## config.mk

```make
export PLATFORM = sky130hd
export DESIGN_NAME = goertzel_seq_ctrl_flat
export DESIGN_NICKNAME = d
export VERILOG_FILES = /design/src/rtl/goertzel_seq_ctrl_if.sv /design/src/rtl/goertzel_seq_ctrl.sv /design/src/flat_wrapper.sv
export SDC_FILE = /design/constraint.sdc
export NUM_CORES = 1
export LEC_CHECK = 0
export ABC_AREA = 1
export CORE_ASPECT_RATIO = 0.75
export CORE_MARGIN = 2
export CORE_UTILIZATION = 30
export DETAILED_ROUTE_END_ITERATION = 8
export HOLD_SLACK_MARGIN = 0.12
export PLACE_DENSITY = 0.67
export SETUP_SLACK_MARGIN = 0.4
export SLEW_MARGIN = 20
export SYNTH_ARGS = -nofsm -noshare
export SYNTH_HDL_FRONTEND = slang
export SYNTH_SLANG_ARGS = --single-unit
```

## constraint.sdc

```tcl
create_clock -name clk -period 2.85 [get_ports clk]
set_clock_uncertainty 0.15 [all_clocks]
set_input_delay 0.57 -clock clk [delete_from_list [all_inputs] [get_ports clk]]
set_output_delay 0.57 -clock clk [all_outputs]
set_load 0.01 [all_outputs]
```

## src/rtl/goertzel_seq_ctrl_if.sv

```systemverilog
// rtl/goertzel_seq_ctrl_if.sv - coefficient ROM, sample, result and status signals of goertzel_seq_ctrl
// slave is the sequencer's view; master is the surrounding datapath/ROM/stream environment.
interface goertzel_seq_ctrl_if #(
   parameter int NUM_FREQS = 256,
   parameter int COEF_SIZE = 8
);
   localparam int AW = (NUM_FREQS > 1) ? $clog2(NUM_FREQS) : 1;

   logic                 cfg_start;
   logic                 coef_rd_en;
   logic [AW-1:0]        coef_rd_addr;
   logic [COEF_SIZE-1:0] coef_rd_data;
   logic [COEF_SIZE-1:0] goertzel_coefs;
   logic                 goertzel_coefs_start;
   logic                 goertzel_coefs_done;
   logic [15:0]          s_data;
   logic                 s_valid;
   logic                 s_ready;
   logic [15:0]          framed_out;
   logic                 framed_valid;
   logic [31:0]          dft_out;
   logic                 dft_valid;
   logic [31:0]          m_data;
   logic                 m_valid;
   logic                 m_ready;
   logic                 frame_done;
   logic                 busy;
   logic                 err_overflow;
   logic                 err_timeout;

   modport slave (
      input  cfg_start, coef_rd_data, goertzel_coefs_done, s_data, s_valid,
             dft_out, dft_valid, m_ready,
      output coef_rd_en, coef_rd_addr, goertzel_coefs, goertzel_coefs_start, s_ready,
             framed_out, framed_valid, m_data, m_valid, frame_done, busy,
             err_overflow, err_timeout
   );

   modport master (
      output cfg_start, coef_rd_data, goertzel_coefs_done, s_data, s_valid,
             dft_out, dft_valid, m_ready,
      input  coef_rd_en, coef_rd_addr, goertzel_coefs, goertzel_coefs_start, s_ready,
             framed_out, framed_valid, m_data, m_valid, frame_done, busy,
             err_overflow, err_timeout
   );
endinterface

```

## src/rtl/goertzel_seq_ctrl.sv

```systemverilog
// rtl/goertzel_seq_ctrl.sv - Goertzel coefficient loader, sample gate and DFT result buffer
// Optional WAIT_DONE watchdog enabled by defining GOERTZEL_SEQ_TIMEOUT_EN.
module goertzel_seq_ctrl #(
   parameter int NUM_FREQS = 256,
   parameter int COEF_SIZE = 8,
   parameter int FRAME_LEN = 400,
   parameter int TIMEOUT   = 1024
) (
   input logic clk,
   input logic rst_n,
   goertzel_seq_ctrl_if.slave bus
);
   localparam int AW = (NUM_FREQS > 1) ? $clog2(NUM_FREQS) : 1;
   localparam int CW = $clog2(FRAME_LEN);

   localparam logic [1:0] S_IDLE = 2'd0;
   localparam logic [1:0] S_LOAD = 2'd1;
   localparam logic [1:0] S_WAIT = 2'd2;
   localparam logic [1:0] S_RUN  = 2'd3;

   localparam logic [AW-1:0] LAST_ADDR   = AW'(NUM_FREQS - 1);
   localparam logic [CW-1:0] LAST_SAMPLE = CW'(FRAME_LEN - 1);

   logic [1:0]           state;
   logic [AW-1:0]        addr_cnt;
   logic                 issue_done;
   logic [CW-1:0]        sample_cnt;
   logic                 coefs_start_q;
   logic [COEF_SIZE-1:0] coefs_q;
   logic [15:0]          framed_q;
   logic                 framed_valid_q;
   logic                 frame_done_q;
   logic [31:0]          m_data_q;
   logic                 m_valid_q;
   logic                 err_overflow_q;
   logic                 rd_en;
   logic                 accept;
   logic                 cfg_act;
   logic                 timeout_hit;

   // cfg_start only acts where a (re)load is allowed; LOAD/WAIT_DONE ignore it
   assign cfg_act = bus.cfg_start && (state == S_IDLE || state == S_RUN);
   assign rd_en   = (state == S_LOAD) && !issue_done;
   assign accept  = (state == S_RUN) && !bus.cfg_start && bus.s_valid;

   assign bus.coef_rd_en           = rd_en;
   assign bus.coef_rd_addr         = addr_cnt;
   assign bus.goertzel_coefs       = coefs_q;
   assign bus.goertzel_coefs_start = coefs_start_q;
   assign bus.s_ready              = (state == S_RUN) && !bus.cfg_start;
   assign bus.framed_out           = framed_q;
   assign bus.framed_valid         = framed_valid_q;
   assign bus.frame_done           = frame_done_q;
   assign bus.m_data               = m_data_q;
   assign bus.m_valid              = m_valid_q;
   assign bus.busy                 = (state != S_IDLE);
   assign bus.err_overflow         = err_overflow_q;

`ifdef GOERTZEL_SEQ_TIMEOUT_EN
   localparam int WW = $clog2(TIMEOUT + 1);
   logic [WW-1:0] wd_cnt;
   logic          err_timeout_q;

   assign timeout_hit     = (state == S_WAIT) && !bus.goertzel_coefs_done &&
                            (wd_cnt == WW'(TIMEOUT - 1));
   assign bus.err_timeout = err_timeout_q;

   always_ff @(posedge clk or negedge rst_n) begin
      if (!rst_n) begin
         wd_cnt        <= '0;
         err_timeout_q <= 1'b0;
      end else begin
         if (state == S_WAIT && !bus.goertzel_coefs_done)
            wd_cnt <= wd_cnt + 1'b1;
         else
            wd_cnt <= '0;
         if (cfg_act)
            err_timeout_q <= 1'b0;
         else if (timeout_hit)
            err_timeout_q <= 1'b1;
      end
   end
`else
   assign timeout_hit     = 1'b0;
   assign bus.err_timeout = 1'b0;
`endif

   always_ff @(posedge clk or negedge rst_n) begin
      if (!rst_n) begin
         state      <= S_IDLE;
         addr_cnt   <= '0;
         issue_done <= 1'b0;
         sample_cnt <= '0;
      end else begin
         case (state)
            S_IDLE: begin
               if (cfg_act) begin
                  state      <= S_LOAD;
                  addr_cnt   <= '0;
                  issue_done <= 1'b0;
               end
            end
            S_LOAD: begin
               if (rd_en) begin
                  if (addr_cnt == LAST_ADDR)
                     issue_done <= 1'b1;
                  else
                     addr_cnt <= addr_cnt + 1'b1;
               end else begin
                  // last strobe is on the output now; a done pulse alongside it is taken
                  state      <= bus.goertzel_coefs_done ? S_RUN : S_WAIT;
                  addr_cnt   <= '0;
                  issue_done <= 1'b0;
                  sample_cnt <= '0;
               end
            end
            S_WAIT: begin
               if (bus.goertzel_coefs_done) begin
                  state      <= S_RUN;
                  sample_cnt <= '0;
               end else if (timeout_hit) begin
                  state <= S_IDLE;
               end
            end
            default: begin
               if (cfg_act) begin
                  state      <= S_LOAD;
                  addr_cnt   <= '0;
                  issue_done <= 1'b0;
                  sample_cnt <= '0;
               end else if (accept) begin
                  sample_cnt <= (sample_cnt == LAST_SAMPLE) ? '0 : sample_cnt + 1'b1;
               end
            end
         endcase
      end
   end

   always_ff @(posedge clk or negedge rst_n) begin
      if (!rst_n) begin
         coefs_start_q  <= 1'b0;
         coefs_q        <= '0;
         framed_q       <= '0;
         framed_valid_q <= 1'b0;
         frame_done_q   <= 1'b0;
      end else begin
         coefs_start_q  <= rd_en;
         if (rd_en)
            coefs_q <= bus.coef_rd_data;
         framed_valid_q <= accept;
         frame_done_q   <= accept && (sample_cnt == LAST_SAMPLE);
         if (accept)
            framed_q <= bus.s_data;
      end
   end

   // single-entry result buffer: a new result replaces the held one only if it is leaving
   always_ff @(posedge clk or negedge rst_n) begin
      if (!rst_n) begin
         m_data_q       <= '0;
         m_valid_q      <= 1'b0;
         err_overflow_q <= 1'b0;
      end else begin
         if (bus.dft_valid && (!m_valid_q || bus.m_ready)) begin
            m_data_q  <= bus.dft_out;
            m_valid_q <= 1'b1;
         end else if (bus.m_ready) begin
            m_valid_q <= 1'b0;
         end
         if (cfg_act)
            err_overflow_q <= 1'b0;
         else if (bus.dft_valid && m_valid_q && !bus.m_ready)
            err_overflow_q <= 1'b1;
      end
   end
endmodule
```

## src/flat_wrapper.sv

```systemverilog
// flat-port wrapper written by rule: the top's interface ports become plain ports
module goertzel_seq_ctrl_flat 
#(
   parameter int NUM_FREQS = 256,
   parameter int COEF_SIZE = 8,
   parameter int FRAME_LEN = 400,
   parameter int TIMEOUT   = 1024
)
  (clk, rst_n, bus_cfg_start, bus_coef_rd_data, bus_goertzel_coefs_done, bus_s_data, bus_s_valid, bus_dft_out, bus_dft_valid, bus_m_ready, bus_coef_rd_en, bus_coef_rd_addr, bus_goertzel_coefs, bus_goertzel_coefs_start, bus_s_ready, bus_framed_out, bus_framed_valid, bus_m_data, bus_m_valid, bus_frame_done, bus_busy, bus_err_overflow, bus_err_timeout);
  goertzel_seq_ctrl_if #(.NUM_FREQS(NUM_FREQS), .COEF_SIZE(COEF_SIZE)) bus_i ();
  input logic clk;
  input logic rst_n;
  input wire logic [$bits(bus_i.cfg_start)-1:0] bus_cfg_start;
  input wire logic [$bits(bus_i.coef_rd_data)-1:0] bus_coef_rd_data;
  input wire logic [$bits(bus_i.goertzel_coefs_done)-1:0] bus_goertzel_coefs_done;
  input wire logic [$bits(bus_i.s_data)-1:0] bus_s_data;
  input wire logic [$bits(bus_i.s_valid)-1:0] bus_s_valid;
  input wire logic [$bits(bus_i.dft_out)-1:0] bus_dft_out;
  input wire logic [$bits(bus_i.dft_valid)-1:0] bus_dft_valid;
  input wire logic [$bits(bus_i.m_ready)-1:0] bus_m_ready;
  output wire logic [$bits(bus_i.coef_rd_en)-1:0] bus_coef_rd_en;
  output wire logic [$bits(bus_i.coef_rd_addr)-1:0] bus_coef_rd_addr;
  output wire logic [$bits(bus_i.goertzel_coefs)-1:0] bus_goertzel_coefs;
  output wire logic [$bits(bus_i.goertzel_coefs_start)-1:0] bus_goertzel_coefs_start;
  output wire logic [$bits(bus_i.s_ready)-1:0] bus_s_ready;
  output wire logic [$bits(bus_i.framed_out)-1:0] bus_framed_out;
  output wire logic [$bits(bus_i.framed_valid)-1:0] bus_framed_valid;
  output wire logic [$bits(bus_i.m_data)-1:0] bus_m_data;
  output wire logic [$bits(bus_i.m_valid)-1:0] bus_m_valid;
  output wire logic [$bits(bus_i.frame_done)-1:0] bus_frame_done;
  output wire logic [$bits(bus_i.busy)-1:0] bus_busy;
  output wire logic [$bits(bus_i.err_overflow)-1:0] bus_err_overflow;
  output wire logic [$bits(bus_i.err_timeout)-1:0] bus_err_timeout;
  assign bus_i.cfg_start = bus_cfg_start;
  assign bus_i.coef_rd_data = bus_coef_rd_data;
  assign bus_i.goertzel_coefs_done = bus_goertzel_coefs_done;
  assign bus_i.s_data = bus_s_data;
  assign bus_i.s_valid = bus_s_valid;
  assign bus_i.dft_out = bus_dft_out;
  assign bus_i.dft_valid = bus_dft_valid;
  assign bus_i.m_ready = bus_m_ready;
  assign bus_coef_rd_en = bus_i.coef_rd_en;
  assign bus_coef_rd_addr = bus_i.coef_rd_addr;
  assign bus_goertzel_coefs = bus_i.goertzel_coefs;
  assign bus_goertzel_coefs_start = bus_i.goertzel_coefs_start;
  assign bus_s_ready = bus_i.s_ready;
  assign bus_framed_out = bus_i.framed_out;
  assign bus_framed_valid = bus_i.framed_valid;
  assign bus_m_data = bus_i.m_data;
  assign bus_m_valid = bus_i.m_valid;
  assign bus_frame_done = bus_i.frame_done;
  assign bus_busy = bus_i.busy;
  assign bus_err_overflow = bus_i.err_overflow;
  assign bus_err_timeout = bus_i.err_timeout;
  goertzel_seq_ctrl #(.NUM_FREQS(NUM_FREQS), .COEF_SIZE(COEF_SIZE), .FRAME_LEN(FRAME_LEN), .TIMEOUT(TIMEOUT)) u_core (.clk(clk), .rst_n(rst_n), .bus(bus_i));
endmodule
```

==> results of run 1 <==
per-stage QoR:
stage	util	hold WS (ns)	cell area (um^2)	power [W]
after floorplan	-	0.124	3540	0.00254
after global placement	0.438	0.313	5070	0.00334
after detailed placement	0.438	0.318	5070	0.00338
after CTS	0.465	0.332	5380	0.00456
after global routing	0.466	0.361	5400	0.00482
final	0.466	0.327	5400	0.00449
layer usage:
layer,vias up,GRT usage,share of wire
met3,10,0.0674,0.083
met5,-,0,0
met4,0,0.0405,0.0097
li1,1431,-,-
met1,1349,0.183,0.45
met2,83,0.210,0.45
sequential cells by signal, indices dropped and copies added (netlist names):
register and count:
u_core.sample_cnt 9, u_core.bus.frame_done 1, u_core.bus.framed_valid 1, u_core.bus.goertzel_coefs_start 1, u_core.bus.goertzel_coefs 8, u_core.state 2
u_core.bus.coef_rd_addr 8, u_core.bus.err_overflow 1, u_core.bus.m_data 32, u_core.bus.framed_out 16, u_core.issue_done 1, u_core.bus.m_valid 1
layout make-up:
| class | count | area [um^2] | area share |
|---|---|---|---|
| timing repair buffer | 142 | 1420 | 0.263 |
| tap | 162 | 203 | 0.0376 |
| clock buffer | 10 | 229 | 0.0424 |
| multi-input combinational | 238 | 1330 | 0.246 |
| inverter | 33 | 124 | 0.0229 |
| sequential | 81 | 2030 | 0.376 |
| clock inverter | 6 | 68.8 | 0.0127 |
cell usage after synthesis, types with 2 or more instances:
library cell	n	area share
inv_2	3	0.0032
nand2_2	2	0.0035
nand3_2	3	0.0085
buf_6	2	0.0064
o21bai_1	4	0.0085
a21oi_1	2	0.0028
nand4_1	4	0.0071
o21ai_0	7	0.0099
inv_1	28	0.030
nand3_1	16	0.023
o21ai_1	4	0.0057
mux2_2	32	0.10
clkinv_1	2	0.0021
buf_2	4	0.0057
dfrtp_1	81	0.57
buf_4	2	0.0042
nor2_2	3	0.0053
nand2_1	128	0.14
nor2_1	18	0.019
ha_1	6	0.021
cells in the final DEF (no fill, tap or decap), types with 2 or more instances in the layout:
| master | synthesis | routed |
|---|---|---|
| clkdlybuf4s50_1 | 0 | 130 |
| nand2_1 | 128 | 128 |
| dfrtp_1 | 81 | 81 |
| mux2_2 | 32 | 32 |
| inv_1 | 28 | 27 |
| nor2_1 | 18 | 18 |
| nand3_1 | 16 | 16 |
| clkbuf_16 | 0 | 9 |
| o21ai_0 | 7 | 7 |
| buf_4 | 2 | 7 |
| inv_2 | 3 | 4 |
| nand4_1 | 4 | 4 |
| o21ai_1 | 4 | 4 |
| o21bai_1 | 4 | 4 |
| ha_1 | 6 | 4 |
| nand3_2 | 3 | 3 |
| nor2_2 | 3 | 3 |
| clkinv_4 | 0 | 3 |
| clkinv_1 | 2 | 2 |
| nand2_2 | 2 | 2 |
| a21oi_1 | 2 | 2 |
| ha_2 | 0 | 2 |
| dlymetal6s2s_1 | 0 | 2 |
logic make-up after synthesis:
| kind of cell | after synthesis | synth area share |
|---|---|---|
| simple gates | 177 | 0.211 |
| flops | 81 | 0.573 |
| buf+inv | 43 | 0.0534 |
| mux | 32 | 0.102 |
| compound gates | 20 | 0.0336 |
| fa+ha+maj | 6 | 0.0212 |
| xor+xnor | 2 | 0.00495 |
| other cells | 1 | 0.00106 |
critical path, cell delays in order, from the launching register on:
cell and delay, ns:
dfrtp_1 0.40, ha_2 0.24, inv_1 0.05, nor2_1 0.08
clkdlybuf4s50_1 0.56
worst min path at each step:
| stage | endpoint | from |
|---|---|---|
| after floorplan | u_core.bus.coef_rd_addr[0]$_DFFE_PN0P_ | rst_n |
| after global placement | u_core.bus.framed_out[15]$_DFFE_PN0P_ | u_core.bus.framed_out[15]$_DFFE_PN0P_ |
| after detailed placement | u_core.bus.framed_out[7]$_DFFE_PN0P_ | u_core.bus.framed_out[7]$_DFFE_PN0P_ |
| after CTS | u_core.bus.goertzel_coefs[5]$_DFFE_PN0P_ | u_core.bus.goertzel_coefs[5]$_DFFE_PN0P_ |
| after global routing | u_core.bus.framed_out[15]$_DFFE_PN0P_ | u_core.bus.framed_out[15]$_DFFE_PN0P_ |
| final | u_core.bus.goertzel_coefs[5]$_DFFE_PN0P_ | u_core.bus.goertzel_coefs[5]$_DFFE_PN0P_ |
repair_timing:
item / 4_1_cts / 5_1_grt
setup buffers: 0 / 1
hold buffers: 1 / 0
endpoints found under the hold margin: 40 / 0
setup endpoints to repair: 1 / 3
gates resized for setup: 1 / 5
power by group through the flow:
stage                     combinational (W)  sequential (W)  clock [W]
after floorplan                    0.000804         0.00174          0
after global placement              0.00172         0.00162          0
after detailed placement            0.00175         0.00163          0
after CTS                           0.00175         0.00162    0.00119
after global routing                0.00192         0.00166    0.00124
final                               0.00173         0.00162    0.00114
==> flow_summary.ini, run 1 <==
[timing]
tightest_slew_ns = 0.538
post-route-period-util = 0.831
hold_viol = 0
fin_ws_ns = 0.481
drv_slew = 0
fin_setup_tns_ns = 0
slew_headroom = 0.641
setup_viol_count_final = 0
rsz0062_at_grt = yes
max_clock_freq_mhz = 422
post-route-min-period_ns = 2.37

[finish]
n_antenna_cell = 0
num-fill-cells = 1113
final_nets = 574
drive_above_1_share = 0.141
area_growth_pct = 52.5
finalNonFillerCells = 672

[min_path]
whs_path_depth = 2
hp-class = reg -> reg

[critical_path]
reg2reg_slack_ns = 0.90
cp-end-kind = output port
reg2regPathDepth = 10
setup.worst_path.end = bus_s_ready
r2r-start = u_core.state[0]$_DFFE_PN0P_
r2r_end = u_core.sample_cnt[8]$_DFFE_PN0P_
critPathRequiredTime_ns = 2.13
startpoint = u_core.state[0]$_DFFE_PN0P_
crit_arrival_ns = 1.65
critPathKind = reg -> out
crit_fanout = 4
cp-start-kind = flop

[place]
dp_slack_ns = 0.324
dp_cells = 654
gp_congestion = 0.875
portBuffers = 134
place_hpwl_um = 6280

[power]
power.leakage_nw = 2.46
switchingPower_w = 0.00149
internal-power_w = 0.00300
sw_frac_of_total = 0.332
p_comb_frac = 0.385
seq_power_share = 0.360
vdd_drop_max_mv = 0.403
power.density_mw_per_mm2 = 832
pwr-share-clk = 0.255

[yosys]
synth_top_flop_cell = dfrtp_1
ys_seq_area_frac = 0.573
synth_fp_nets = 431
yosysWarnings = 0
synth_cell_types = 31
ys_seq_elements = 81
postSynthCellCount = 362
synthArstFlopShare = 1.00
synth_area_per_cell_um2 = 9.78
synth_area_mm2 = 0.00354
synth-edff-count = 0

[run_status]
outcome = complete, no violations

[routing]
drt-total-wl_um = 8370
drtIter0Drc = 102
drc = 0
via_per_inst = 4.28
dr.pass1.iters = 4
num_vias = 2873
ant_nets = 0
wl_per_cell_um = 12.5

[clocking]
numCtsBuffers = 9
h-tree-depth = 3
clk_latency_ns = 0.33
cts.sinks = 81
cts_buffer_depth = 2
clock-root-buffer = clkbuf_16
cts_tree = yes
clkTransAtPathRegs_ns = 0.06

[floorplan]
die_h_um = 98.1
core_area_mm2 = 0.0116
io_pins = 136
die_w_um = 129
die-area_mm2 = 0.0127
std_cell_rows = 34
initial_core_util = 0.306

[global_routing]
overflow = 0
grt_pass1_vias = 2913
grt.total_usage = 0.141
antenna_found_initial = 0
grt_pass1_wl_um = 14100
grt_max_degree = 42

[run]
drv_cap = 0
Power figures use the tool's default switching activity.
==> run 2: changes to the inputs <==
--- a/config.mk
+++ b/config.mk
@@ -11,7 +11,7 @@
 export CORE_UTILIZATION = 30
 export DETAILED_ROUTE_END_ITERATION = 8
 export HOLD_SLACK_MARGIN = 0.12
-export PLACE_DENSITY = 0.67
+export PLACE_DENSITY = 0.7
 export SETUP_SLACK_MARGIN = 0.4
 export SLEW_MARGIN = 20
 export SYNTH_ARGS = -nofsm -noshare
==> constraint.sdc (replaced) <==
create_clock -name clk -period 2 [get_ports clk]
set_clock_uncertainty 0.15 [all_clocks]
set_input_delay 0.4 -clock clk [delete_from_list [all_inputs] [get_ports clk]]
set_output_delay 0.4 -clock clk [all_outputs]
set_load 0.01 [all_outputs]
==> run 2 against run 1 <==
Effect of this change: first-iteration DRC count grew 73%; non-clock buffer count increased by 28; worst hold slack worse by 0.0062 ns; wire length is 13% higher; final area is 8.9% higher; via count rose by 8.6%; register-to-register slack got worse by 0.68 ns; sequential power is 41% higher; critical path depth up 1; core utilization rose by 4.2 points; global-route usage rose by 0.60 points; setup slack lost 0.30 ns.
==> flow_summary.ini, run 2 (synthesized netlist as in run 1, its figures left out) <==
[power]
pwr-share-clk = 0.250
internal-power_w = 0.00486
seq_power_share = 0.307
power.leakage_nw = 2.85
power.density_mw_per_mm2 = 1260
vdd_drop_max_mv = 0.664
switchingPower_w = 0.00256
p_comb_frac = 0.443
p_total_w = 0.00743
sw_frac_of_total = 0.345

[critical_path]
critPathMaxStageDelay_ns = 0.41
reg2reg_slack_ns = 0.22
startpoint = u_core.state[0]$_DFFE_PN0P_
r2r_end = u_core.bus.coef_rd_addr[6]$_DFFE_PN0P_
r2r-start = u_core.state[0]$_DFFE_PN0P_
critPathSlowestCell = dfrtp_1
cp_cell_sequence = buf_6, inv_4, ha_4, inv_4, buf_6
reg2regPathDepth = 10
critPathRequiredTime_ns = 1.45
crit_arrival_ns = 1.27
crit_fanout = 3
cp-end-kind = output port
cp-start-kind = flop
critPathKind = reg -> out
setup.worst_path.end = bus_busy

[place]
place_hpwl_um = 6480
portBuffers = 134
gp_congestion = 0.780
dp_slack_ns = -0.0354

[finish]
final_common_cell = nand2_1
final_nets = 604
final_cell_mix = nand2_1, dfrtp_1, dlygate4sd2_1
drive_above_1_share = 0.250
largest_reg_flops = 32
num-fill-cells = 1036
fin_util = 0.508
area_growth_pct = 66.1
n_antenna_cell = 0

[floorplan]
core_area_mm2 = 0.0116
die-area_mm2 = 0.0127
io_pins = 136
initial_core_util = 0.306
std_cell_rows = 34
die_w_um = 129
die_h_um = 98.1

[routing]
drc = 0
ant_nets = 0
dr.pass1.iters = 4
num_vias = 3121
wl_per_cell_um = 13.5
drt-total-wl_um = 9470
via_per_inst = 4.45
drtIter0Drc = 176

[global_routing]
grt_max_degree = 45
grt.total_usage = 0.147
top_usage_layer = met2
grt_pass1_vias = 3098
grt_pass1_wl_um = 14800
overflow = 0
use_met3 = 0.0619
use_met2 = 0.230
antenna_found_initial = 0
grtUsageMet1 = 0.185

[clocking]
clock-root-buffer = clkbuf_16
clk_latency_ns = 0.33
cts_tree = yes
numCtsBuffers = 9
clkTransAtPathRegs_ns = 0.06
cts_buffer_depth = 2
h-tree-depth = 3
cts.sinks = 81

[run]
drv_cap = 0

[timing]
fin_ws_ns = 0.180
rsz0062_at_grt = yes
post-route-min-period_ns = 1.82
drv_slew = 0
max_clock_freq_mhz = 550
hold_viol = 0
post-route-period-util = 0.910
setup_viol_count_final = 0

[run_status]
outcome = complete, no violations

[min_path]
hp-class = reg -> reg
## run 2: cell types whose count changed in the layout (fill, tap and decap cells not counted), moves of 7 or more
| cell | change |
|---|---|
| clkdlybuf4s50_1 | -69 |
| buf_6 | +12 |
| buf_4 | +13 |
| dlygate4sd2_1 | +62 |
| nand2_1 | -11 |
| o21ai_0 | -7 |
## run 2: layout make-up
cell class	count	area [um^2]	area share
Clock buffer	11	233	0.0396
Clock inverter	5	104	0.0177
Inverter	33	139	0.0236
Multi-Input combinational cell	240	1530	0.259
Sequential cell	81	2030	0.345
Tap cell	162	203	0.0345
Timing Repair Buffer	170	1650	0.280
## run 2: layer usage
layer | wire, um | part of all wire | vias to the layer above
li1 | - | - | 1499
met2 | 4640 | 0.49 | 103
met5 | 0 | 0 | -
met1 | 4040 | 0.43 | 1507
met3 | 654 | 0.069 | 12
met4 | 132 | 0.014 | 0
## run 2: timing repair
item	4_1_cts	5_1_grt
hold buffers	1	0
endpoints found under the setup margin	107	54
resized for setup	105	48
pin swaps	4	15
endpoints found under the hold margin	28	0
gates cloned	1	3
buffers inserted	13	4
## run 2: metrics by stage
step           setup TNS [ns]  cells  hold slack, ns  instance area [um^2]
6_report                    0    702           0.321                  5880
5_1_grt                     0    702           0.346                  5880
4_1_cts                     0    695           0.326                  5640
3_5_place_dp          -0.0577    664           0.209                  5200
3_3_place_gp          -0.0320    664           0.206                  5200
2_1_floorplan               0    362         -0.0456                  3580
## run 2: power by group through the flow
stage / Clock [W] / Sequential, W / Combinational (W)
finish: 0.00186 / 0.00228 / 0.00329
global route: 0.00200 / 0.00234 / 0.00354
CTS: 0.00192 / 0.00228 / 0.00280
detailed placement: 0 / 0.00233 / 0.00274
global placement: 0 / 0.00231 / 0.00267
floorplan: 0 / 0.00248 / 0.00125
## run 2: critical path: cells and delay by family (launching register included)
kind                     cells  cell delay, ns
buffers and inverters        4            0.37
flip-flops                   1            0.41
adder cells (fa/ha/maj)      1            0.16
## run 2: worst min path at each step
stage	slack, ns	depth (start not counted)	startpoint	endpoint
after global routing	0.35	2	u_core.bus.goertzel_coefs[7]$_DFFE_PN0P_	u_core.bus.goertzel_coefs[7]$_DFFE_PN0P_
after detailed placement	0.21	1	rst_n	u_core.bus.m_data[4]$_DFFE_PN0P_
after floorplan	-0.05	0	rst_n	u_core.bus.coef_rd_addr[0]$_DFFE_PN0P_
after CTS	0.33	2	u_core.bus.goertzel_coefs[7]$_DFFE_PN0P_	u_core.bus.goertzel_coefs[7]$_DFFE_PN0P_
after global placement	0.21	1	rst_n	u_core.bus.m_data[4]$_DFFE_PN0P_
final	0.32	2	u_core.bus.goertzel_coefs[7]$_DFFE_PN0P_	u_core.bus.goertzel_coefs[7]$_DFFE_PN0P_
